File: config.mk
export PLATFORM = sky130hd
export DESIGN_NAME = noc_credit_mux_flat
export DESIGN_NICKNAME = d
export VERILOG_FILES = /design/src/rtl/noc_credit_mux_if.sv /design/src/rtl/noc_credit_mux.sv /design/src/flat_wrapper.sv
export SDC_FILE = /design/constraint.sdc
export NUM_CORES = 1
export LEC_CHECK = 0
export BUFFER_PORTS_ARGS = -buffer_cell sky130_fd_sc_hd__buf_2
export CAP_MARGIN = 30
export CORE_MARGIN = 2
export CORE_UTILIZATION = 40
export DETAILED_ROUTE_END_ITERATION = 10
export GPL_ROUTABILITY_DRIVEN = 1
export PLACE_DENSITY = 0.54
export SLEW_MARGIN = 10
export SYNTH_ARGS = -nofsm -noshare
export SYNTH_HDL_FRONTEND = slang
export SYNTH_SLANG_ARGS = --single-unit
File: constraint.sdc
create_clock -name clock -period 4.1 [get_ports clock]
set_clock_uncertainty 0.05 [all_clocks]
set_input_delay 0.615 -clock clock [delete_from_list [all_inputs] [get_ports clock]]
set_output_delay 0.615 -clock clock [all_outputs]
set_load 0.01 [all_outputs]
File: src/rtl/noc_credit_mux_if.sv
// rtl/noc_credit_mux_if.sv - flit/credit link bundle between N upstream channels and the shared output
interface noc_credit_mux_if #(
    parameter int NUM_CH     = 4,
    parameter int FLIT_WIDTH = 32
);
    localparam int GW = $clog2(NUM_CH);

    logic [NUM_CH-1:0]                 rx;
    logic [NUM_CH-1:0][FLIT_WIDTH-1:0] data_i;
    logic [NUM_CH-1:0]                 credit_o;
    logic                              tx;
    logic [FLIT_WIDTH-1:0]             data_o;
    logic                              credit_i;
    logic [GW-1:0]                     grant_o;
    logic                              busy_o;

    modport master (output rx, data_i, credit_i, input credit_o, tx, data_o, grant_o, busy_o);
    modport slave  (input rx, data_i, credit_i, output credit_o, tx, data_o, grant_o, busy_o);
endinterface

File: src/rtl/noc_credit_mux.sv
// rtl/noc_credit_mux.sv - N-channel credit-based flit mux with per-channel FIFOs and packet-locked round-robin
module noc_credit_mux #(
    parameter int NUM_CH     = 4,
    parameter int FLIT_WIDTH = 32,
    parameter int DEPTH      = 4,
    parameter int SIZE_BITS  = 16
) (
    input logic             clock,
    input logic             reset,
    noc_credit_mux_if.slave link
);
    localparam int GW = $clog2(NUM_CH);
    localparam int AW = $clog2(DEPTH);
    localparam int CW = $clog2(DEPTH + 1);

    typedef enum logic [1:0] {IDLE, HDR, SIZE, PAYLOAD} state_t;

    state_t                state, state_next;
    logic [GW-1:0]         grant, grant_next, rr_ptr, rr_next, pick, grant_inc;
    logic                  found;
    logic [SIZE_BITS-1:0]  remain, remain_next;
    logic [FLIT_WIDTH-1:0] mem [NUM_CH][DEPTH];
    logic [AW-1:0]         wr_ptr [NUM_CH];
    logic [AW-1:0]         rd_ptr [NUM_CH];
    logic [CW-1:0]         count [NUM_CH];
    logic [NUM_CH-1:0]     nonempty, credit, push, pop;
    logic [FLIT_WIDTH-1:0] head;
    logic                  tx;
    int                    idx;

    always_comb begin
        for (int c = 0; c < NUM_CH; c++) begin
            nonempty[c] = (count[c] != '0);
            credit[c]   = (count[c] < CW'(DEPTH));
            push[c]     = link.rx[c] && credit[c];
            pop[c]      = tx && (grant == GW'(c));
        end
    end

    assign head      = mem[grant][rd_ptr[grant]];
    assign tx        = (state != IDLE) && link.credit_i && nonempty[grant];
    assign grant_inc = (grant == GW'(NUM_CH - 1)) ? '0 : grant + 1'b1;

    assign link.credit_o = credit;
    assign link.tx       = tx;
    assign link.data_o   = tx ? head : '0;
    assign link.grant_o  = grant;
    assign link.busy_o   = (state != IDLE);

    // First nonempty channel at or after rr_ptr, wrapping past NUM_CH-1.
    always_comb begin
        found = 1'b0;
        pick  = '0;
        idx   = 0;
        for (int i = 0; i < NUM_CH; i++) begin
            idx = int'(rr_ptr) + i;
            if (idx >= NUM_CH) idx = idx - NUM_CH;
            if (!found && nonempty[idx]) begin
                found = 1'b1;
                pick  = GW'(idx);
            end
        end
    end

    always_comb begin
        state_next  = state;
        grant_next  = grant;
        rr_next     = rr_ptr;
        remain_next = remain;
        case (state)
            IDLE: begin
                if (found) begin
                    grant_next = pick;
                    state_next = HDR;
                end
            end
            HDR: begin
                if (tx) state_next = SIZE;
            end
            SIZE: begin
                if (tx) begin
                    remain_next = head[SIZE_BITS-1:0];
                    if (head[SIZE_BITS-1:0] == '0) begin
                        state_next = IDLE;
                        rr_next    = grant_inc;
                    end else begin
                        state_next = PAYLOAD;
                    end
                end
            end
            PAYLOAD: begin
                if (tx) begin
                    remain_next = remain - 1'b1;
                    if (remain == SIZE_BITS'(1)) begin
                        state_next = IDLE;
                        rr_next    = grant_inc;
                    end
                end
            end
            default: state_next = IDLE;
        endcase
    end

    always_ff @(posedge clock or negedge reset) begin
        if (!reset) begin
            state  <= IDLE;
            grant  <= '0;
            rr_ptr <= '0;
            remain <= '0;
        end else begin
            state  <= state_next;
            grant  <= grant_next;
            rr_ptr <= rr_next;
            remain <= remain_next;
        end
    end

    // Pointers are AW bits wide, so they wrap modulo DEPTH on their own.
    always_ff @(posedge clock or negedge reset) begin
        if (!reset) begin
            for (int c = 0; c < NUM_CH; c++) begin
                wr_ptr[c] <= '0;
                rd_ptr[c] <= '0;
                count[c]  <= '0;
            end
        end else begin
            for (int c = 0; c < NUM_CH; c++) begin
                if (push[c]) wr_ptr[c] <= wr_ptr[c] + 1'b1;
                if (pop[c])  rd_ptr[c] <= rd_ptr[c] + 1'b1;
                if (push[c] && !pop[c])      count[c] <= count[c] + 1'b1;
                else if (!push[c] && pop[c]) count[c] <= count[c] - 1'b1;
            end
        end
    end

    always_ff @(posedge clock) begin
        for (int c = 0; c < NUM_CH; c++) begin
            if (push[c]) mem[c][wr_ptr[c]] <= link.data_i[c];
        end
    end
endmodule
File: src/flat_wrapper.sv
// flat-port wrapper written by rule: the top's interface ports become plain ports
module noc_credit_mux_flat 
#(
    parameter int NUM_CH     = 4,
    parameter int FLIT_WIDTH = 32,
    parameter int DEPTH      = 4,
    parameter int SIZE_BITS  = 16
)
  (clock, reset, link_rx, link_data_i, link_credit_i, link_credit_o, link_tx, link_data_o, link_grant_o, link_busy_o);
  noc_credit_mux_if #(.NUM_CH(NUM_CH), .FLIT_WIDTH(FLIT_WIDTH)) link_i ();
  input logic clock;
  input logic reset;
  input wire logic [$bits(link_i.rx)-1:0] link_rx;
  input wire logic [$bits(link_i.data_i)-1:0] link_data_i;
  input wire logic [$bits(link_i.credit_i)-1:0] link_credit_i;
  output wire logic [$bits(link_i.credit_o)-1:0] link_credit_o;
  output wire logic [$bits(link_i.tx)-1:0] link_tx;
  output wire logic [$bits(link_i.data_o)-1:0] link_data_o;
  output wire logic [$bits(link_i.grant_o)-1:0] link_grant_o;
  output wire logic [$bits(link_i.busy_o)-1:0] link_busy_o;
  assign link_i.rx = link_rx;
  assign link_i.data_i = link_data_i;
  assign link_i.credit_i = link_credit_i;
  assign link_credit_o = link_i.credit_o;
  assign link_tx = link_i.tx;
  assign link_data_o = link_i.data_o;
  assign link_grant_o = link_i.grant_o;
  assign link_busy_o = link_i.busy_o;
  noc_credit_mux #(.NUM_CH(NUM_CH), .FLIT_WIDTH(FLIT_WIDTH), .DEPTH(DEPTH), .SIZE_BITS(SIZE_BITS)) u_core (.clock(clock), .reset(reset), .link(link_i));
endmodule
==> impl_results.html, run 1 <==
<table>
<tr><th>Metric</th><th>Value</th></tr>
<tr><th colspan="2">CTS</th></tr>
<tr><td>Clock latency at the later pin of the worst-skew pair</td><td>~0.65 ns</td></tr>
<tr><td>Bufs on Longest Clock Path</td><td>3</td></tr>
<tr><td>Num CTS Buffers</td><td>60</td></tr>
<tr><td>Clock Root Buffer</td><td>clkbuf_16</td></tr>
<tr><td>Clock-pin slew of the registers on the worst-case setup and hold paths</td><td>approximately 0.060 ns</td></tr>
<tr><td>Htree depth</td><td>2</td></tr>
<tr><td>TritonCTS clock tree</td><td>yes</td></tr>
<tr><td># clock sinks</td><td>562</td></tr>
<tr><th colspan="2">Pwr</th></tr>
<tr><td>Static leakage</td><td>0.00910 uW</td></tr>
<tr><td>Total power</td><td>around 20,000 uW</td></tr>
<tr><td>Areal power density over the cells</td><td>767 mW/mm^2</td></tr>
<tr><td>Largest voltage drop on the vdd net</td><td>617 uV</td></tr>
<tr><th colspan="2">Floorplanning</th></tr>
<tr><td>Horizontal die dimension</td><td>approximately 240 um</td></tr>
<tr><td>Core footprint</td><td>0.0561 mm^2</td></tr>
<tr><td>Boundary Pins</td><td>about 180</td></tr>
<tr><td>Area of the die</td><td>between 0.05 and 0.06 mm^2</td></tr>
<tr><td>Number of core rows</td><td>87</td></tr>
<tr><td>Starting density of the core</td><td>40.3%</td></tr>
<tr><td>Height of the die</td><td>approximately 240 um</td></tr>
<tr><th colspan="2">Placed design</th></tr>
<tr><td>Worst slack at placement</td><td>0.286 ns</td></tr>
<tr><td>Total instance count after detailed placement</td><td>2,024</td></tr>
<tr><td>Count of input and output buffers</td><td>174</td></tr>
<tr><td>Half-perimeter wire length after placement</td><td>37.1 mm</td></tr>
<tr><td>Final RePlAce weighted congestion</td><td>0.835</td></tr>
<tr><th colspan="2">STA</th></tr>
<tr><td>Final count of pins violating max slew</td><td>0</td></tr>
<tr><td>Worst hold slack</td><td>roughly 0.13 ns</td></tr>
<tr><td>Post-route setup TNS</td><td>0 ns</td></tr>
<tr><td>Setup repair after global routing missed its margin</td><td>no</td></tr>
<tr><td>Clock period minus worst slack</td><td>3.97 ns</td></tr>
<tr><td>Highest clock frequency the design can meet</td><td>252 MHz</td></tr>
<tr><td>Setup ws final</td><td>approximately 0.13 ns</td></tr>
<tr><td>Final hold violation count</td><td>0</td></tr>
<tr><td>Max_slew headroom</td><td>around 45%</td></tr>
<tr><td>Share of the clock period used by the worst path after layout</td><td>96.9%</td></tr>
<tr><td>Worst-Margin Slew</td><td>0.828 ns</td></tr>
<tr><td>Final setup violation count</td><td>0</td></tr>
<tr><th colspan="2">Synth</th></tr>
<tr><td>Sequential share of the synthesized area</td><td>73.6%</td></tr>
<tr><td>Top cells by instance count after synthesis</td><td>512 x edfxtp_1, 146 x mux4_2, 50 x dfrtp_1, 39 x nor2_1, 37 x mux2i_1</td></tr>
<tr><td>Average cell area after synthesis</td><td>20.4 um^2</td></tr>
<tr><td>Leading cell types by total area after synthesis</td><td>edfxtp_1 68%, mux4_2 15%, dfrtp_1 5.5%</td></tr>
<tr><td>Leading area contributor after synthesis</td><td>edfxtp_1</td></tr>
<tr><td>Synthesized netlist cell count</td><td>1,109</td></tr>
<tr><td>FF+latch count, synth</td><td>approximately 560</td></tr>
<tr><td>Most numerous cell in the Yosys netlist</td><td>edfxtp_1</td></tr>
<tr><td>Syn Nets</td><td>1,274</td></tr>
<tr><td>Count of flip-flops with a built-in enable after synthesis</td><td>approximately 510</td></tr>
<tr><td>YS warnings</td><td>0</td></tr>
<tr><td>Library cells used by synthesis</td><td>48</td></tr>
<tr><td>Post-synth top area share</td><td>68.1%</td></tr>
<tr><td>Ys async rst share</td><td>8.90%</td></tr>
<tr><td>Netlist area before placement</td><td>0.0226 mm^2</td></tr>
<tr><td>Synth Flop Type</td><td>edfxtp_1</td></tr>
<tr><th colspan="2">Global route</th></tr>
<tr><td>Overall routing resource usage</td><td>20.3%</td></tr>
<tr><td>Largest net degree at the start of global routing</td><td>69</td></tr>
<tr><td>Vias in the first global route</td><td>12.1k</td></tr>
<tr><td>Wire length of the first global-routing pass</td><td>85.5 mm</td></tr>
<tr><td>Total gr overflow</td><td>0</td></tr>
<tr><td>Number of antenna violations at the first check in global routing</td><td>12</td></tr>
<tr><th colspan="2">Setup path</th></tr>
<tr><td>Cell type with the highest occurrence count on the critical path</td><td>mux4_2</td></tr>
<tr><td>Setup Crit Path Kind</td><td>flop to output port</td></tr>
<tr><td>Largest driver fanout on the critical path</td><td>68</td></tr>
<tr><td>CP cell instances</td><td>mux4_4, buf_12, mux4_2, mux4_2, and2_1, buf_2</td></tr>
<tr><td>Arrival @ worst endpoint</td><td>3.31 ns</td></tr>
<tr><td>Largest stage delay on the critical path</td><td>0.69 ns</td></tr>
<tr><td>Worst Setup Start Kind</td><td>flop</td></tr>
<tr><td>Endpoint required time on the critical path</td><td>3.43 ns</td></tr>
<tr><td>Crit path capture type</td><td>output port</td></tr>
<tr><td>Slowest cell on the critical path</td><td>mux4_4</td></tr>
<tr><th colspan="2">Finish</th></tr>
<tr><td>P&amp;R area growth vs syn</td><td>18.2%</td></tr>
<tr><td>Fraction of layout cells with a size suffix above 1</td><td>34.9%</td></tr>
<tr><td>FILL cells</td><td>4,678</td></tr>
<tr><td>Final cell count without fillers</td><td>2,135</td></tr>
<tr><td>Post-layout nets</td><td>1,497</td></tr>
<tr><th colspan="2">Detailed routing</th></tr>
<tr><td>Total via count in the routed design</td><td>11.6k</td></tr>
<tr><td>Antenna viol nets, final</td><td>0</td></tr>
<tr><td>Final routed wirelength across all metal layers</td><td>58.9 mm</td></tr>
<tr><td>Post-route DRC violation count</td><td>0</td></tr>
<tr><td>Vias per Instance</td><td>5.41</td></tr>
<tr><td>Pre-antenna DRT Iters</td><td>5</td></tr>
<tr><td>Starting DRT DRC Count</td><td>1,048</td></tr>
<tr><td>Routed length per instance</td><td>27.6 um</td></tr>
<tr><th colspan="2">Run status</th></tr>
<tr><td>Status</td><td>finished clean</td></tr>
<tr><th colspan="2">Flow run</th></tr>
<tr><td>Number of max-capacitance violations reported</td><td>0</td></tr>
<tr><th colspan="2">Min path</th></tr>
<tr><td>Type of the tightest min-delay check</td><td>input pin to flop</td></tr>
</table>
final timing paths:
kind | from | to | slack [ns] | cells past startpoint
max | u_core.link.grant_o[0] | link_data_o[30] | 0.13 | 6
min | link_data_i[8] | u_core.mem[0][8] | 0.13 | 1
max reg2reg | u_core.link.grant_o[0] | u_core.rr_ptr[1] | 0.30 | 7
min reg2reg | u_core.rd_ptr[5] | u_core.rd_ptr[5] | 0.43 | 1
max in group asynchronous | reset | u_core.link.grant_o[1] | 2.63 | 3
min in group asynchronous | reset | u_core.remain[6] | 0.45 | 2
kinds of logic after synthesis:
group | share of synthesized area, %
compound gates | 1.78
xor+xnor | 0.931
fa+ha+maj | 1.80
buf+inv | 1.39
flops | 73.6
mux | 17.2
simple gates | 3.31
what timing repair did:
action,4_1_cts,5_1_grt
pin swaps,0,0
buffers inserted,1,0
hold buffers,1,0
endpoints found under the setup margin,16,7
resized for setup,2,1
hold endpoints to repair,21,0
registers in the layout, indices dropped and copies added (netlist names):
register / count
u_core.remain: 16
u_core.wr_ptr: 8
u_core.mem: 512
u_core.state: 2
u_core.link.grant_o: 2
u_core.rr_ptr: 2
u_core.count: 12
u_core.rd_ptr: 8
critical path: cells and delay by family (launching register included):
family                 cells  cell delay, ns
muxes                      3            1.53
DFF                        1            0.47
buffers and inverters      2            0.41
and+or+nand+nor            1            0.22
routing by layer:
layer  wire, um  share of wire, %  vias to the layer above  GRT usage, %
li1           -                 -                     4942             -
met5        122              0.21                        -             0
met3       3550               6.0                       93          4.24
met1      25600                43                     6132          28.3
met4       1090               1.9                       20          4.88
met2      28500                48                      364          32.8
per-stage QoR:
stage | util, % | cell area [um^2]
3_5_place_dp | 44.0 | 24700
6_report | 47.6 | 26700
5_1_grt | 47.6 | 26700
4_1_cts | 47.6 | 26700
2_1_floorplan | - | 22600
3_3_place_gp | 44.0 | 24700
area by class of cell:
cell class / instances / area [um^2] / area share (%)
sequential: 562 / 16600 / 62.3
multi-input combinational: 472 / 5670 / 21.2
clock buffer: 71 / 1550 / 5.82
timing repair buffer: 214 / 1370 / 5.11
tap: 756 / 946 / 3.54
clock inverter: 36 / 435 / 1.63
inverter: 22 / 82.6 / 0.309
antenna: 2 / 5.00 / 0.0188
placed cells by master (no fill, tap or decap), types with 5 or more instances in the layout:
cell,netlist,layout
a21oi_1,16,16
and2_1,35,19
and2_2,0,16
buf_12,0,15
buf_2,13,174
buf_4,0,23
bufinv_16,0,9
clkbuf_1,31,10
clkbuf_16,0,60
clkinv_1,0,16
clkinv_2,0,6
dfrtp_1,50,48
edfxtp_1,512,512
ha_1,26,26
inv_1,22,22
mux2_2,17,17
mux2i_1,37,37
mux4_2,146,144
nand2_1,33,33
nand3_1,12,12
nand4_1,5,5
nor2_1,39,39
nor3_1,8,8
o21ai_0,30,30
xnor2_1,20,20
power breakdown:
group	leakage [uW]	switching, uW	internal [uW]
combinational	0.00290	3970	3310
sequential	0.00524	396	7260
clock	0.000964	2270	3260
Power figures use the tool's default switching activity.
==> run 2: changes to the inputs <==
- ABC_AREA: unset -> 1
==> run 2 against run 1 <==
Against the previous run: critical path depth increased by 2; non-clock buffer count grew 10; first-iteration DRC count up 42%; clock power is 2% lower; sequential share of layout area fell by 2.1 points; combinational power is 11% higher; highest routed layer unchanged.
==> impl_results.html, run 2 <==
<table>
<tr><th>Metric</th><th>Value</th></tr>
<tr><th colspan="2">Synth</th></tr>
<tr><td>Compound-gate portion of the synthesized area</td><td>5.30% (+3.5 points)</td></tr>
<tr><td>Post-synthesis share of cell area spent on full adders, half adders and majority gates</td><td>1.71% (-0.090 points)</td></tr>
<tr><td>Fraction of the mapped netlist area in simple logic gates</td><td>18.2% (+15 points)</td></tr>
<tr><td>FF+latch count, synth</td><td>562 (unchanged)</td></tr>
<tr><td>Leading cell types by total area after synthesis</td><td>edfxtp_1 65%, nand2_1 11%, nand3_1 5.7%</td></tr>
<tr><td>Post-synth top area share</td><td>64.7% (-3.4 points)</td></tr>
<tr><td>Average cell area after synthesis</td><td>11.4 um^2 (-44%)</td></tr>
<tr><td>Ys async rst share</td><td>8.90% (unchanged)</td></tr>
<tr><td>Library cells used by synthesis</td><td>33 (-31%)</td></tr>
<tr><td>Syn Nets</td><td>2,243 (+76%)</td></tr>
<tr><td>YS warnings</td><td>0 (unchanged)</td></tr>
<tr><td>Netlist area before placement</td><td>0.0238 mm^2 (+5.3%)</td></tr>
<tr><td>Top cells by instance count after synthesis</td><td>686 x nand2_1, 512 x edfxtp_1, 273 x nand3_1, 80 x a21oi_1, 78 x nor2_1</td></tr>
<tr><td>Synthesized netlist cell count</td><td>2,078 (+87%)</td></tr>
<tr><td>Sequential share of the synthesized area</td><td>69.9% (-3.7 points)</td></tr>
<tr><td>Share of synthesized area spent on multiplexers</td><td>0.189% (-17 points)</td></tr>
<tr><td>Xor and xnor area share after synthesis</td><td>0.811% (-0.12 points)</td></tr>
<tr><td>Synth Flop Type</td><td>edfxtp_1</td></tr>
<tr><td>Largest family of logic cells by synthesized area</td><td>simple AND/OR/NAND/NOR gates</td></tr>
<tr><td>Count of flip-flops with a built-in enable after synthesis</td><td>512 (unchanged)</td></tr>
<tr><td>Most numerous cell in the Yosys netlist</td><td>nand2_1</td></tr>
<tr><td>Leading area contributor after synthesis</td><td>edfxtp_1</td></tr>
<tr><th colspan="2">CTS</th></tr>
<tr><td>Bufs on Longest Clock Path</td><td>3 (unchanged)</td></tr>
<tr><td>Post-CTS setup repair buffer count</td><td>0 (-1)</td></tr>
<tr><td>Clock Root Buffer</td><td>clkbuf_16</td></tr>
<tr><td># clock sinks</td><td>562 (unchanged)</td></tr>
<tr><td>TritonCTS clock tree</td><td>yes</td></tr>
<tr><td>Clock-pin slew of the registers on the worst-case setup and hold paths</td><td>0.06 ns (about the same)</td></tr>
<tr><td>Clock latency at the later pin of the worst-skew pair</td><td>0.62 ns (-0.03 ns)</td></tr>
<tr><td>Htree depth</td><td>2 (unchanged)</td></tr>
<tr><td>Num CTS Buffers</td><td>59 (-1.7%)</td></tr>
<tr><th colspan="2">Pwr</th></tr>
<tr><td>Pint</td><td>12,700 uW (-7.8%)</td></tr>
<tr><td>Relative contribution of sequential cells to total power</td><td>36.2% (-1.2 points)</td></tr>
<tr><td>Combinational group share of total power</td><td>38.2% (+2.6 points)</td></tr>
<tr><td>Static leakage</td><td>0.0106 uW (+16%)</td></tr>
<tr><td>Areal power density over the cells</td><td>765 mW/mm^2 (-0.23%)</td></tr>
<tr><td>Clock group share of total power</td><td>25.6% (-1.4 points)</td></tr>
<tr><td>Proportion of total power due to net switching</td><td>39.7% (+7.3 points)</td></tr>
<tr><td>Largest voltage drop on the vdd net</td><td>537 uV (-13%)</td></tr>
<tr><td>Sw Pwr</td><td>8390 uW (+26%)</td></tr>
<tr><th colspan="2">Setup path</th></tr>
<tr><td>Largest driver fanout on the critical path</td><td>49 (-28%)</td></tr>
<tr><td>Endpoint required time on the critical path</td><td>3.43 ns (about the same)</td></tr>
<tr><td>R2r worst-path depth</td><td>17 (+10)</td></tr>
<tr><td>CP cell instances</td><td>inv_6, o21ai_0, nand2_1, buf_4, o21ai_0, o21ai_0, a31oi_1, buf_2</td></tr>
<tr><td>Launch instance of the worst register-to-register path</td><td>u_core.link.grant_o[0]</td></tr>
<tr><td>Launch point of the critical path</td><td>u_core.link.grant_o[0]</td></tr>
<tr><td>Crit path capture type</td><td>output port</td></tr>
<tr><td>Setup Crit Path Kind</td><td>flop to output port</td></tr>
<tr><td>Largest stage delay on the critical path</td><td>0.57 ns (-0.12 ns)</td></tr>
<tr><td>Critical path destination</td><td>link_data_o[31]</td></tr>
<tr><td>Slowest cell on the critical path</td><td>dfrtp_4</td></tr>
<tr><td>Cell type with the highest occurrence count on the critical path</td><td>o21ai_0</td></tr>
<tr><td>Arrival @ worst endpoint</td><td>3.22 ns (-0.09 ns)</td></tr>
<tr><td>Worst Setup Start Kind</td><td>flop</td></tr>
<tr><td>Worst reg2reg path endpoint</td><td>u_core.rr_ptr[0]</td></tr>
<tr><td>Register-to-register path setup slack</td><td>1.06 ns (+0.76 ns)</td></tr>
<tr><th colspan="2">STA</th></tr>
<tr><td>Clock period minus worst slack</td><td>3.89 ns (-0.0867 ns)</td></tr>
<tr><td>Worst-Margin Slew</td><td>0.900 ns (+0.0715 ns)</td></tr>
<tr><td>Post-route setup TNS</td><td>0 ns (unchanged)</td></tr>
<tr><td>Final count of pins violating max slew</td><td>0 (unchanged)</td></tr>
<tr><td>Final hold violation count</td><td>0 (unchanged)</td></tr>
<tr><td>Final setup violation count</td><td>0 (unchanged)</td></tr>
<tr><td>Share of the clock period used by the worst path after layout</td><td>94.8% (-2.1 points)</td></tr>
<tr><td>Max_slew headroom</td><td>39.9% (-4.9 points)</td></tr>
<tr><td>Highest clock frequency the design can meet</td><td>257 MHz (+2.2%)</td></tr>
<tr><td>Setup repair after global routing missed its margin</td><td>no</td></tr>
<tr><td>Setup ws final</td><td>0.215 ns (+0.0867 ns)</td></tr>
<tr><th colspan="2">Placed design</th></tr>
<tr><td>Half-perimeter wire length after placement</td><td>42.5 mm (+14%)</td></tr>
<tr><td>Worst slack at placement</td><td>0.771 ns (+0.485 ns)</td></tr>
<tr><td>Final RePlAce weighted congestion</td><td>0.834 (-0.12%)</td></tr>
<tr><td>Count of input and output buffers</td><td>174 (unchanged)</td></tr>
<tr><td>Area after detailed placement</td><td>0.0256 mm^2 (+3.9%)</td></tr>
<tr><td>Total instance count after detailed placement</td><td>2,957 (+46%)</td></tr>
<tr><th colspan="2">Flow run</th></tr>
<tr><td>Number of max-capacitance violations reported</td><td>0 (unchanged)</td></tr>
<tr><th colspan="2">Detailed routing</th></tr>
<tr><td>Vias per Instance</td><td>5.35 (-1.1%)</td></tr>
<tr><td>Post-route DRC violation count</td><td>0 (unchanged)</td></tr>
<tr><td>Pre-antenna DRT Iters</td><td>7 (+2)</td></tr>
<tr><td>Routed length per instance</td><td>22.6 um (-18%)</td></tr>
<tr><td>Final routed wirelength across all metal layers</td><td>69.5 mm (+18%)</td></tr>
<tr><td>Starting DRT DRC Count</td><td>1,493 (+42%)</td></tr>
<tr><td>Total via count in the routed design</td><td>16.5k (+42%)</td></tr>
<tr><td>Antenna viol nets, final</td><td>0 (unchanged)</td></tr>
<tr><th colspan="2">Global route</th></tr>
<tr><td>Total gr overflow</td><td>0 (unchanged)</td></tr>
<tr><td>Largest net degree at the start of global routing</td><td>129 (+87%)</td></tr>
<tr><td>Overall routing resource usage</td><td>22.7% (+2.4 points)</td></tr>
<tr><td>Wire length of the first global-routing pass</td><td>102 mm (+20%)</td></tr>
<tr><td>Number of antenna violations at the first check in global routing</td><td>13 (+1)</td></tr>
<tr><td>Vias in the first global route</td><td>16.0k (+32%)</td></tr>
<tr><th colspan="2">Finish</th></tr>
<tr><td>Most frequent standard cell in the layout excluding fill and tap cells</td><td>nand2_1</td></tr>
<tr><td>Most used cells in the layout excluding fill and tap cells</td><td>684 x nand2_1, 512 x edfxtp_1, 273 x nand3_1</td></tr>
<tr><td>Fraction of layout cells with a size suffix above 1</td><td>14.6% (-20 points)</td></tr>
<tr><td>Number of flip-flops in the largest register</td><td>512 (unchanged)</td></tr>
<tr><td>P&amp;R area growth vs syn</td><td>16.2%</td></tr>
<tr><td>Post-layout nets</td><td>2,412 (+61%)</td></tr>
<tr><td>Final cell area excluding filler cells</td><td>0.0276 mm^2 (+3.5%)</td></tr>
<tr><td>Final cell count without fillers</td><td>3,074 (+44%)</td></tr>
<tr><th colspan="2">Floorplanning</th></tr>
<tr><td>Core footprint</td><td>0.0589 mm^2 (+5.1%)</td></tr>
<tr><td>Boundary Pins</td><td>175 (unchanged)</td></tr>
<tr><td>Area of the die</td><td>0.0614 mm^2 (+5.2%)</td></tr>
<tr><td>Number of core rows</td><td>89 (+2.3%)</td></tr>
<tr><td>Horizontal die dimension</td><td>248 um (+2.6%)</td></tr>
<tr><td>Height of the die</td><td>248 um (+2.6%)</td></tr>
<tr><td>Starting density of the core</td><td>40.4% (+0.079 points)</td></tr>
<tr><th colspan="2">Min path</th></tr>
<tr><td>Number of cells traversed by the worst hold path</td><td>1 (unchanged)</td></tr>
<tr><td>Hold_sp</td><td>link_data_i[100]</td></tr>
<tr><td>Type of the tightest min-delay check</td><td>input pin to flop</td></tr>
<tr><th colspan="2">Run status</th></tr>
<tr><td>Status</td><td>finished clean</td></tr>
</table>
run 2: cell types whose count changed in the layout (fill, tap and decap cells not counted), sizes merged, moves of 17 or more:
cell / before / now
nand2: 33 / 689
and2: 36 / 0
nor2: 39 / 79
nand3: 12 / 273
a21oi: 16 / 80
a31oi: 2 / 19
o21ai: 30 / 75
inv: 24 / 75
mux4: 146 / 0
mux2i: 37 / 0
run 2: kinds of logic (layout without fill, tap and decap cells):
group           Yosys count  in the layout
xor+xnor                 22             22
mux                       4              4
simple gates           1054           1054
buf+inv                 191            409
other cells               0              5
fa+ha+maj                30             30
compound gates          215            215
flops                   562            562
run 2: how the worst min path moves through the flow:
| stage | to |
|---|---|
| 4_1_cts | u_core.rd_ptr[1] |
| 3_3_place_gp | u_core.rd_ptr[3] |
| 2_1_floorplan | u_core.count[0] |
| 5_1_grt | u_core.mem[1][122] |
| 3_5_place_dp | u_core.rd_ptr[7] |
| 6_report | u_core.mem[3][4] |
run 2: routing by layer:
layer | part of all wire (%) | global-route usage (%) | up-vias | wire, um
met5 | 0.17 | 0 | - | 119
met4 | 3.1 | 7.85 | 18 | 2190
met3 | 7.3 | 4.33 | 133 | 5050
met2 | 48 | 37.1 | 601 | 33300
met1 | 42 | 30.3 | 8090 | 28900
li1 | - | - | 7610 | -
run 2: worst max-delay path, delay by kind of cell, from the launching register on:
kind | cells | cell delay (ns)
buffers and inverters | 3 | 0.94
flip-flops | 1 | 0.57
AND/OR/NAND/NOR | 1 | 0.44
AO/OA/AOI/OAI | 4 | 0.60
run 2: through the flow:
step / util (%) / power, uW / hold WS (ns)
final: 46.9 / 21100 / 0.167
after global routing: 46.9 / 22400 / 0.150
after CTS: 46.8 / 21300 / 0.119
after detailed placement: 43.5 / 15800 / 0.412
after global placement: 43.5 / 15700 / 0.412
after floorplan: - / 12900 / 0.269
run 2: final cells by class:
cell class                      instances  area (um^2)
Antenna cell                            5         12.5
Clock buffer                           67         1530
Clock inverter                         43          425
Fill cell                            5349        31300
Inverter                               75          289
Multi-Input combinational cell       1325         6370
Sequential cell                       562        16600
Tap cell                              773          967
Timing Repair Buffer                  224         1400
run 2: repair_timing:
item	CTS	global route
setup endpoints to repair	0	3
hold buffers	0	1
gates resized for setup	0	2
endpoints found under the hold margin	0	5
run 2: power by group through the flow:
stage                     Clock (uW)  Combinational (uW)  Sequential (uW)
after detailed placement           0                8090             7750
after global placement             0                8000             7730
after global routing            5720                8960             7730
final                           5420                8080             7640
after CTS                       5510                8130             7640
after floorplan                    0                5230             7630
